`config.mk`:
```
export PLATFORM = sky130hd
export DESIGN_NAME = mrv1_tw_sync
export DESIGN_NICKNAME = d
export VERILOG_FILES = /design/src/rtl/mrv1_tw_pkg.sv /design/src/rtl/mrv1_lsb_enc.sv /design/src/rtl/mrv1_tw_sync.sv
export SDC_FILE = /design/constraint.sdc
export NUM_CORES = 1
export LEC_CHECK = 0
export CAP_MARGIN = 30
export CORE_AREA = 8 8 127 129
export CTS_BUF_LIST = sky130_fd_sc_hd__clkbuf_8
export CTS_CLUSTER_DIAMETER = 150
export DETAILED_ROUTE_END_ITERATION = 10
export DIE_AREA = 0 0 135 137
export PLACE_DENSITY = 0.82
export SLEW_MARGIN = 20
export SYNTH_ARGS = -nofsm -noshare
export SYNTH_HDL_FRONTEND = slang
export SYNTH_SLANG_ARGS = --single-unit
```
`constraint.sdc`:
```
create_clock -name clk_i -period 4.6 [get_ports clk_i]
set_input_delay 0.92 -clock clk_i [delete_from_list [all_inputs] [get_ports clk_i]]
set_output_delay 0.92 -clock clk_i [all_outputs]
set_load 0.01 [all_outputs]
```
`src/rtl/mrv1_tw_pkg.sv`:
```
// mrv1_tw_pkg: shared spawn-state and barrier-entry types for the warp-sync responder.
package mrv1_tw_pkg;
  localparam int TW_NUM_WARPS = 8;
  localparam int TW_NUM_BARRIERS = 8;
  localparam int TW_WID_W = $clog2(TW_NUM_WARPS);
  typedef enum logic {TW_SPAWN_IDLE, TW_SPAWN_BUSY} tw_spawn_state_e;
  typedef struct packed {
    logic [TW_WID_W-1:0] cnt;
    logic [TW_WID_W-1:0] size_m1;
    logic [TW_NUM_WARPS-1:0] wait_mask;
  } tw_bar_entry_t;
endpackage

```
`src/rtl/mrv1_lsb_enc.sv`:
```
// mrv1_lsb_enc: lowest-set-bit encoder returning the bit index and an any-set flag.
module mrv1_lsb_enc #(
  parameter int W = 8,
  localparam int IW = $clog2(W)
) (
  input  logic [W-1:0]  vec,
  output logic [IW-1:0] idx,
  output logic          vld
);
  always_comb begin
    idx = '0;
    for (int i = W - 1; i >= 0; i--) if (vec[i]) idx = IW'(i);
  end
  assign vld = |vec;
endmodule

```
`src/rtl/mrv1_tw_sync.sv`:
```
// mrv1_tw_sync: warp spawn serializer, active mask and barrier table at the scheduler end.
// Define MRV1_TW_SYNC_ERR_EN to build the sticky protocol-error checks on err_o.
module mrv1_tw_sync
  import mrv1_tw_pkg::*;
#(
  parameter int NUM_TW_P = TW_NUM_WARPS,
  parameter int num_barriers_p = TW_NUM_BARRIERS,
  localparam int wid_width_lp = $clog2(NUM_TW_P),
  localparam int barrier_id_width_lp = $clog2(num_barriers_p)
) (
  input  logic                           clk_i,
  input  logic                           rst_i,
  input  logic                           wspawn_vld_i,
  input  logic [NUM_TW_P-1:0]            wspawn_wmask_i,
  input  logic [31:0]                    wspawn_pc_i,
  output logic                           wspawn_rdy_o,
  input  logic                           barrier_vld_i,
  input  logic [barrier_id_width_lp-1:0] barrier_id_i,
  input  logic [wid_width_lp-1:0]        barrier_size_m1_i,
  input  logic [wid_width_lp-1:0]        barrier_wid_i,
  input  logic                           exit_vld_i,
  input  logic [wid_width_lp-1:0]        exit_wid_i,
  output logic [NUM_TW_P-1:0]            tw_active_o,
  output logic [NUM_TW_P-1:0]            tw_stall_o,
  output logic                           spawn_vld_o,
  output logic [wid_width_lp-1:0]        spawn_wid_o,
  output logic [31:0]                    spawn_pc_o,
  output logic [NUM_TW_P-1:0]            release_o,
  output logic                           err_o
);
  tw_spawn_state_e state, state_n;
  logic [NUM_TW_P-1:0] pend, pend_n, cand, active_n;
  logic [wid_width_lp-1:0] enc_idx;
  logic enc_vld, accept, issue;
  tw_bar_entry_t tbl [num_barriers_p];
  tw_bar_entry_t tbl_n [num_barriers_p];
  tw_bar_entry_t cur;
  logic [wid_width_lp-1:0] sz;
  logic [NUM_TW_P-1:0] arr_bit, release_n, stall_n;
  logic hit;
  assign wspawn_rdy_o = state == TW_SPAWN_IDLE;
  assign accept = wspawn_vld_i & wspawn_rdy_o;
  // In IDLE the encoder looks at the incoming filtered mask so the first strobe leaves with the accept edge.
  assign cand = wspawn_rdy_o ? wspawn_wmask_i & ~tw_active_o : pend;
  assign issue = wspawn_rdy_o ? accept & enc_vld : enc_vld;
  mrv1_lsb_enc #(.W(NUM_TW_P)) u_enc (.vec(cand), .idx(enc_idx), .vld(enc_vld));
  always_comb begin
    pend_n = issue ? cand & ~(NUM_TW_P'(1) << enc_idx) : pend;
    state_n = issue ? TW_SPAWN_BUSY : TW_SPAWN_IDLE;
    active_n = (tw_active_o | (spawn_vld_o ? NUM_TW_P'(1) << spawn_wid_o : '0))
             & ~(exit_vld_i ? NUM_TW_P'(1) << exit_wid_i : '0);
  end
  always_comb begin
    tbl_n = tbl;
    cur = tbl[barrier_id_i];
    arr_bit = NUM_TW_P'(1) << barrier_wid_i;
    sz = cur.cnt != '0 ? cur.size_m1 : barrier_size_m1_i;
    hit = barrier_vld_i && cur.cnt == sz;
    release_n = hit ? cur.wait_mask | arr_bit : '0;
    if (barrier_vld_i) tbl_n[barrier_id_i] = hit ? '0 : {cur.cnt + 1'b1, sz, cur.wait_mask | arr_bit};
    stall_n = '0;
    for (int b = 0; b < num_barriers_p; b++) stall_n = stall_n | tbl_n[b].wait_mask;
  end
  always_ff @(posedge clk_i) begin
    if (rst_i) begin
      state <= TW_SPAWN_IDLE;
      pend <= '0;
      tw_active_o <= NUM_TW_P'(1);
      tw_stall_o <= '0;
      release_o <= '0;
      spawn_vld_o <= 1'b0;
      spawn_wid_o <= '0;
      spawn_pc_o <= '0;
      for (int b = 0; b < num_barriers_p; b++) tbl[b] <= '0;
    end else begin
      state <= state_n;
      pend <= pend_n;
      tw_active_o <= active_n;
      tw_stall_o <= stall_n;
      release_o <= release_n;
      spawn_vld_o <= issue;
      spawn_wid_o <= issue ? enc_idx : spawn_wid_o;
      spawn_pc_o <= accept ? wspawn_pc_i : spawn_pc_o;
      tbl <= tbl_n;
    end
  end
`ifdef MRV1_TW_SYNC_ERR_EN
  logic err_n;
  assign err_n = err_o | (accept & |(wspawn_wmask_i & tw_active_o))
               | (barrier_vld_i & (|(cur.wait_mask & arr_bit)
                  | (cur.cnt != '0 && cur.size_m1 != barrier_size_m1_i)));
  always_ff @(posedge clk_i) err_o <= rst_i ? 1'b0 : err_n;
`else
  assign err_o = 1'b0;
`endif
endmodule

```
Word level (Yosys, flattened, before mapping)
Cells that the tools add are included.
W data, S select, Z words.
- add/subtract/negate cells: 1
- magnitude comparators: 2
- eq/ne operators: 1
- shift-type cells: 4
- muxes and demuxes: 22
- bitwise logic cells: 20
- reduce and logical (&&, ||, !) cells: 5
- operators with widths (cell ; number):
    $bwmux W112 ; 1
    $mux W106 ; 1
    $or A8 B8 Y8 ; 9
    $mux W14 ; 4
    $bmux W14 S3 ; 1
    $demux W14 S3 ; 1
    $shl A1 B3 Y8 const A ; 4
    $mux W3 ; 9
    $and A8 B8 Y8 ; 3
    $mux W8 ; 3
    $not A8 Y8 ; 3
    $reduce_or A8 Y1 ; 1
    $ge A4 B4 Y1 const B ; 1
    $lt A4 B1 Y1 const B ; 1
    $not A3 Y4 ; 1
    $add A3 B1 Y3 const B ; 1
    $eq A3 B3 Y1 ; 1
    $reduce_bool A3 Y1 ; 1
    $and A1 B1 Y1 ; 2
    $logic_and A1 B1 Y1 ; 2
    $mux W1 ; 2
    $not A1 Y1 ; 2
    $reduce_or A2 Y1 ; 1
- flip-flop bits (word level): 181
- bits of input ports: 57
- output and inout port bits: 62
- logic and storage cells: 87

Longest topological paths before layout
- depth in word-level cells: 18
- mapped depth: 15
- mapped depth without buffers: 11

Hierarchy
Synthesis repeated with hierarchy kept, for this count alone.
- cell total of the unflattened synthesis: 828
- area, all modules: 8040.2 µm²
- by module, submodules not included (module ; times used ; cells each ; area each (µm²) ; seq. area each (µm²)):
    mrv1_tw_sync ; 1 ; 815 ; 7958.9 ; 3603.5
    mrv1_lsb_enc ; 1 ; 13 ; 81.3 ; 0.0

Worst setup path after synthesis
No wires, ideal clock.
- path type: input-to-reg
- start: in barrier_id_i[1]
- end: reg tbl[98] in the netlist's numbering
- setup time: 0.118 ns
- data arrival time: 3.665 ns
- required time: 4.482 ns
- slack: 0.817 ns
- stages: 15
- buffers on the path: 4
- cells stage by stage: buf_2 nor2b_1 clkbuf_1 a221oi_1 nor2_1 nor2_1 ha_1 inv_1 nor3_2 mux2_4 xor2_2 nand4b_2 buf_6 buf_6 a32o_1
- word-level cells in the longest chain between the ends: 11
- elaborated cells on any way between the ends: 17
- those cells by class: order compare: 2; eq/ne: 1; mux: 9; bitwise: 2; reduce/logical: 3
- RTL lines (what ; RTL line ; text):
    from (decl) ; mrv1_tw_sync.sv:18 ; input logic [barrier_id_width_lp-1:0] barrier_id_i,
    $not A3 Y4 (*) ; mrv1_tw_sync.sv:55, mrv1_tw_sync.sv:60 ;
    $bmux W14 S3 ; mrv1_tw_sync.sv:55 ; cur = tbl[barrier_id_i];
    $mux W14 (not written as such) (2 in series) ; mrv1_tw_sync.sv:55 ;
    $reduce_bool A3 Y1 ; mrv1_tw_sync.sv:57 ; sz = cur.cnt != '0 ? cur.size_m1 : barrier_size_m1_i;
    $mux W3 ; mrv1_tw_sync.sv:57 ;
    $eq A3 B3 Y1 ; mrv1_tw_sync.sv:58 ; hit = barrier_vld_i && cur.cnt == sz;
    $logic_and A1 B1 Y1 ; mrv1_tw_sync.sv:58 ;
    $mux W14 ; mrv1_tw_sync.sv:60 ; if (barrier_vld_i) tbl_n[barrier_id_i] = hit ? '0 : {cur.cnt + 1'b1, sz, cur.wait_mask | arr_bit};
    $bwmux W112 (*) ; mrv1_tw_sync.sv:60 ;
    $mux W106 (*) ; mrv1_tw_sync.sv:60 ;
    to (signal assigned) ; mrv1_tw_sync.sv:84 ; tbl <= tbl_n;
    to (decl) ; mrv1_tw_sync.sv:35 ; tw_bar_entry_t tbl [num_barriers_p];
Mark *: on every way between the ends. The rest lies on a longest branch, timed or not. The select of a mux whose other input is x is not followed.
A chain may end at the register's enable or synchronous reset.

Worst setup path after layout
- start: in barrier_id_i[1]
- end: reg tbl[92] in the netlist's numbering
- word-level cells in the longest chain between the ends: 10
- elaborated cells on any way between the ends: 15
- those cells by class: order compare: 2; eq/ne: 1; mux: 8; bitwise: 1; reduce/logical: 3
- RTL lines (what ; RTL line):
    $not A3 Y4 (*) ; mrv1_tw_sync.sv:55, mrv1_tw_sync.sv:60
    $bmux W14 S3 ; mrv1_tw_sync.sv:55
    $mux W14 (not written as such) (2 in series) ; mrv1_tw_sync.sv:55
    $reduce_bool A3 Y1 ; mrv1_tw_sync.sv:57
    $mux W3 ; mrv1_tw_sync.sv:57
    $eq A3 B3 Y1 ; mrv1_tw_sync.sv:58
    $logic_and A1 B1 Y1 ; mrv1_tw_sync.sv:58
    $mux W14 ; mrv1_tw_sync.sv:60
    $bwmux W112 (*) ; mrv1_tw_sync.sv:60
Marks and branches as above.

==> qor.csv <==
stage,metric,value,unit
run_status,run status,completed,
place,placer's final routability congestion estimate,0.9228,
global_route,GRT Util Overall,26.52,%
yosys,mux share of post-synthesis cell area,7.087,%
yosys,Synth warnings,0,
yosys,Post-Synth Simple-Gate Area,11.79,%
worst_setup_path,CP Cell Sequence,clkdlybuf4s50_1 -> mux2_1 -> a22oi_1 -> o22ai_1 -> a31oi_4 -> ha_1 -> inv_1 -> nor3_2 -> mux2_4 -> xor2_2 -> nand4b_4 -> buf_12 -> a32o_1,
layout,FILL cells,1103,
pwr,power share of the sequential group,49.5,%
sta,Fin Hold WS,0.4658,ns
clocking,Post-CTS Setup Bufs,0,
yosys,Post-Synth XOR/XNOR Area,0.4339,%
sta,Slew @ Worst Pin,1.050,ns
layout,nets,931,
sta,clk_skew,0.01473,ns
floorplanning,I/O pin cnt,119,
yosys,Syn Area/Cell,10.15,µm²
detailed_routing,vias per cell,6.711,
detailed_routing,# DRC,0,
layout,number of inserted diodes,0,
place,input/output buffers,117,
pwr,Sw Ratio,28.39,%
min_path,min-delay src,spawn_pc_o[9]$_SDFFE_PP0P_,
worst_setup_path,CP startpoint kind,input port,
sta,unrepaired setup endpoints after global routing,false,
clocking,H-tree levels,4,
min_path,HP Class,reg -> reg,
clocking,# clock sinks,180,
detailed_routing,initial DRC count,787,
sta,accumulated negative setup slack,0,ns
clocking,Worst-path clk slew,0.10,ns
yosys,Adder-Cell Fraction of Synth Area,0.3214,%
worst_setup_path,crit-path max FO,62,
floorplanning,chip height,137,µm
detailed_routing,"antenna viol nets, final",0,
detailed_routing,WL final,24.66,mm
clocking,number of buffers created by CTS,17,
pwr,Max VDD drop,0.2601,mV
floorplanning,Core Footprint,0.01420,mm²
sta,fin crit period,3.999,ns
yosys,ys async rst share,0,%
pwr,Comb pwr share,15.1,%
place,post-DP HPWL,16.53,mm
clocking,insertion delay to the later sink of the worst-skew pair,0.48,ns
clocking,hold buffer count at cts,0,
pwr,Pint,2.377,mW
yosys,unique cell type count in the Yosys netlist,58,
pwr,switching power,0.9425,mW
floorplanning,Initial Util,54.82,%
layout,layout cells sized above 1,12.99,%
global_route,first-pass GRT wire length,38.66,mm
yosys,"EDFF count, synth",0,
clocking,# resized after CTS,0,
global_route,largest net degree at the start of global routing,63,
sta,Fmax,0.2501,GHz
worst_setup_path,"slowest stage delay, CP",0.55,ns
clocking,CTS tree,yes,
detailed_routing,DR pass1 iterations,5,
worst_setup_path,CP top delay family,compound AO/OA/AOI/OAI gates,
worst_setup_path,Worst path slowest cell,clkdlybuf4s50_1,
sta,Slew HR,29.77,%
worst_setup_path,R2R Path Start,tbl[11]$_SDFFE_PP0P_,
worst_setup_path,reg2reg path depth,12,
worst_setup_path,Critical Path AT,4.38,ns
worst_setup_path,crit path kind,in -> reg,
sta,Final Hold Vio Count,0,
yosys,"Cell Area, Synth",0.007786,mm²
worst_setup_path,CP bufs+invs,3,
sta,"Slew Viols, Final",0,
clocking,root buffer cell,clkbuf_8,
sta,final worst-path cycle share,86.93,%
yosys,top post-synthesis cells by area,"dfxtp_1 46%, a32o_1 11%, nand2_1 4.0%",
global_route,grt ovf,0,
sta,Final Setup Violations,0,
worst_setup_path,Worst Path Required,4.98,ns
floorplanning,Die Width,135,µm
floorplanning,die footprint,0.01850,mm²
yosys,main combinational cell family by area after synthesis,compound AO/OA/AOI/OAI gates,
layout,Syn-to-layout area delta,23.59,%
worst_setup_path,flop-to-flop setup slack,1.31,ns
worst_setup_path,reg2reg end,tbl[92]$_SDFFE_PP0P_,
pwr,Pwr per Cell Area,344.9,mW/mm²
min_path,hold endpoint,spawn_pc_o[9]$_SDFFE_PP0P_,
yosys,Synth Area in Compound Gates,28.97,%
pwr,LEAKAGE,3.427,nW
yosys,prevailing post-synth register cell,dfxtp_1,
global_route,number of global-route vias before repair,7249,
worst_setup_path,Worst setup startpoint,barrier_id_i[1],
yosys,cell count after synthesis,767,
clocking,clock tree buffer depth,2,
detailed_routing,via count,7174,
yosys,Synth area leader,dfxtp_1,
detailed_routing,DR WL/cell,23.07,µm
floorplanning,FP Rows,44,
min_path,Hold Path Depth,2,
yosys,share of the synthesized area in the top cell type,46.28,%
worst_setup_path,crit end category,flop,
flow_run,Max-Cap Viols,0,
global_route,initial antenna violation count,0,
yosys,Syn Nets,826,
yosys,post-synthesis sequential area ratio,46.28,%
yosys,number of synthesized register bits,180,
pwr,Clock power frac,35.5,%
power groups by stage:
stage	logic [mW]	clock network (mW)	registers, mW
floorplan	0.269	0	1.68
global placement	0.462	0	1.68
detailed placement	0.475	0	1.68
CTS	0.479	1.18	1.65
global route	0.531	1.25	1.65
finish	0.500	1.18	1.64
cell usage in the layout (no fill, tap or decap), types with 6 or more instances in the layout:
cell type | netlist | layout
mux2_2 | 10 | 10
a31o_1 | 6 | 6
a21oi_1 | 57 | 57
a221oi_1 | 9 | 9
a32o_1 | 89 | 89
buf_4 | 5 | 32
clkbuf_8 | 0 | 17
nor2_1 | 44 | 44
a31oi_1 | 10 | 9
and2_1 | 6 | 6
nor3b_1 | 10 | 10
nand2_1 | 82 | 82
mux2i_1 | 12 | 12
dfxtp_1 | 180 | 180
a41oi_1 | 9 | 9
nor3b_2 | 8 | 8
a211oi_1 | 7 | 7
a22o_1 | 24 | 24
nand3_1 | 6 | 6
mux4_2 | 13 | 13
clkdlybuf4s50_1 | 0 | 115
inv_1 | 8 | 10
a22oi_1 | 36 | 36
nor2b_1 | 16 | 15
synth_stat cells, types with 7 or more instances:
master,n
a211oi_1,7
a21oi_1,57
a221oi_1,9
a22o_1,24
a22oi_1,36
a31oi_1,10
a32o_1,89
a41oi_1,9
buf_1,9
buf_2,12
buf_6,9
clkbuf_1,35
dfxtp_1,180
inv_1,8
mux2_2,10
mux2i_1,12
mux4_2,13
nand2_1,82
nor2_1,44
nor2b_1,16
nor3b_1,10
nor3b_2,8
kinds of logic (layout without fill, tap and decap cells):
family	count (synthesis)	after routing
flops	180	180
fa+ha+maj	2	2
xor+xnor	3	3
mux	37	37
simple gates	186	186
compound gates	280	280
other cells	1	1
buf+inv	78	196
worst min-delay path, delay by kind of cell (launching register included):
| family | cells | cell delay [ns] |
|---|---|---|
| AO/OA/AOI/OAI | 1 | 0.05 |
| flip-flops | 1 | 0.32 |
| AND/OR/NAND/NOR | 1 | 0.05 |
stage by stage:
stage          setup WS, ns  total power [mW]  cell area, µm²  util, %  instances
2_1_floorplan        0.8172             1.951            7786        -        767
3_3_place_gp         0.3028             2.139            9124    64.24       1032
3_5_place_dp         0.1612             2.156            9135    64.31       1033
4_1_cts              0.6434             3.302            9564    67.34       1065
5_1_grt              0.4435             3.426            9623    67.75       1069
6_report             0.6011             3.319            9623    67.75       1069
worst max path at each step:
stage | cells after the start | end
2_1_floorplan | 15 | tbl[98]$_SDFF_PP0_
3_3_place_gp | 13 | tbl[64]$_SDFFE_PP0P_
3_5_place_dp | 13 | tbl[64]$_SDFFE_PP0P_
4_1_cts | 13 | tbl[64]$_SDFFE_PP0P_
5_1_grt | 14 | tbl[92]$_SDFFE_PP0P_
6_report | 13 | tbl[92]$_SDFFE_PP0P_
area by class of cell:
class | count | area [µm²] | share of cell area [%]
well taps | 184 | 230.2 | 2.392
flip-flops and latches | 180 | 3603 | 37.45
multi-input cells | 509 | 3807 | 39.57
clock inverters | 15 | 195.2 | 2.028
inverters | 8 | 30.03 | 0.3121
clock buffers | 17 | 234.0 | 2.431
repair buffers | 156 | 1523 | 15.82
flip-flops by register name (all words and copies together) (netlist names):
register and cells:
spawn_wid_o 3, pend 8, spawn_vld_o 1, tw_stall_o 8, spawn_pc_o 32, tw_active_o 8, release_o 8, tbl 112
layer usage:
metal / GRT usage, % / up-vias / wire length [µm]
met4: 11.60 / 0 / 592
met2: 42.30 / 435 / 11460
met3: 10.17 / 55 / 2933
met1: 31.27 / 3498 / 9671
li1: - / 3186 / -
met5: 0 / - / 0
(Power assumes the default switching activity.)
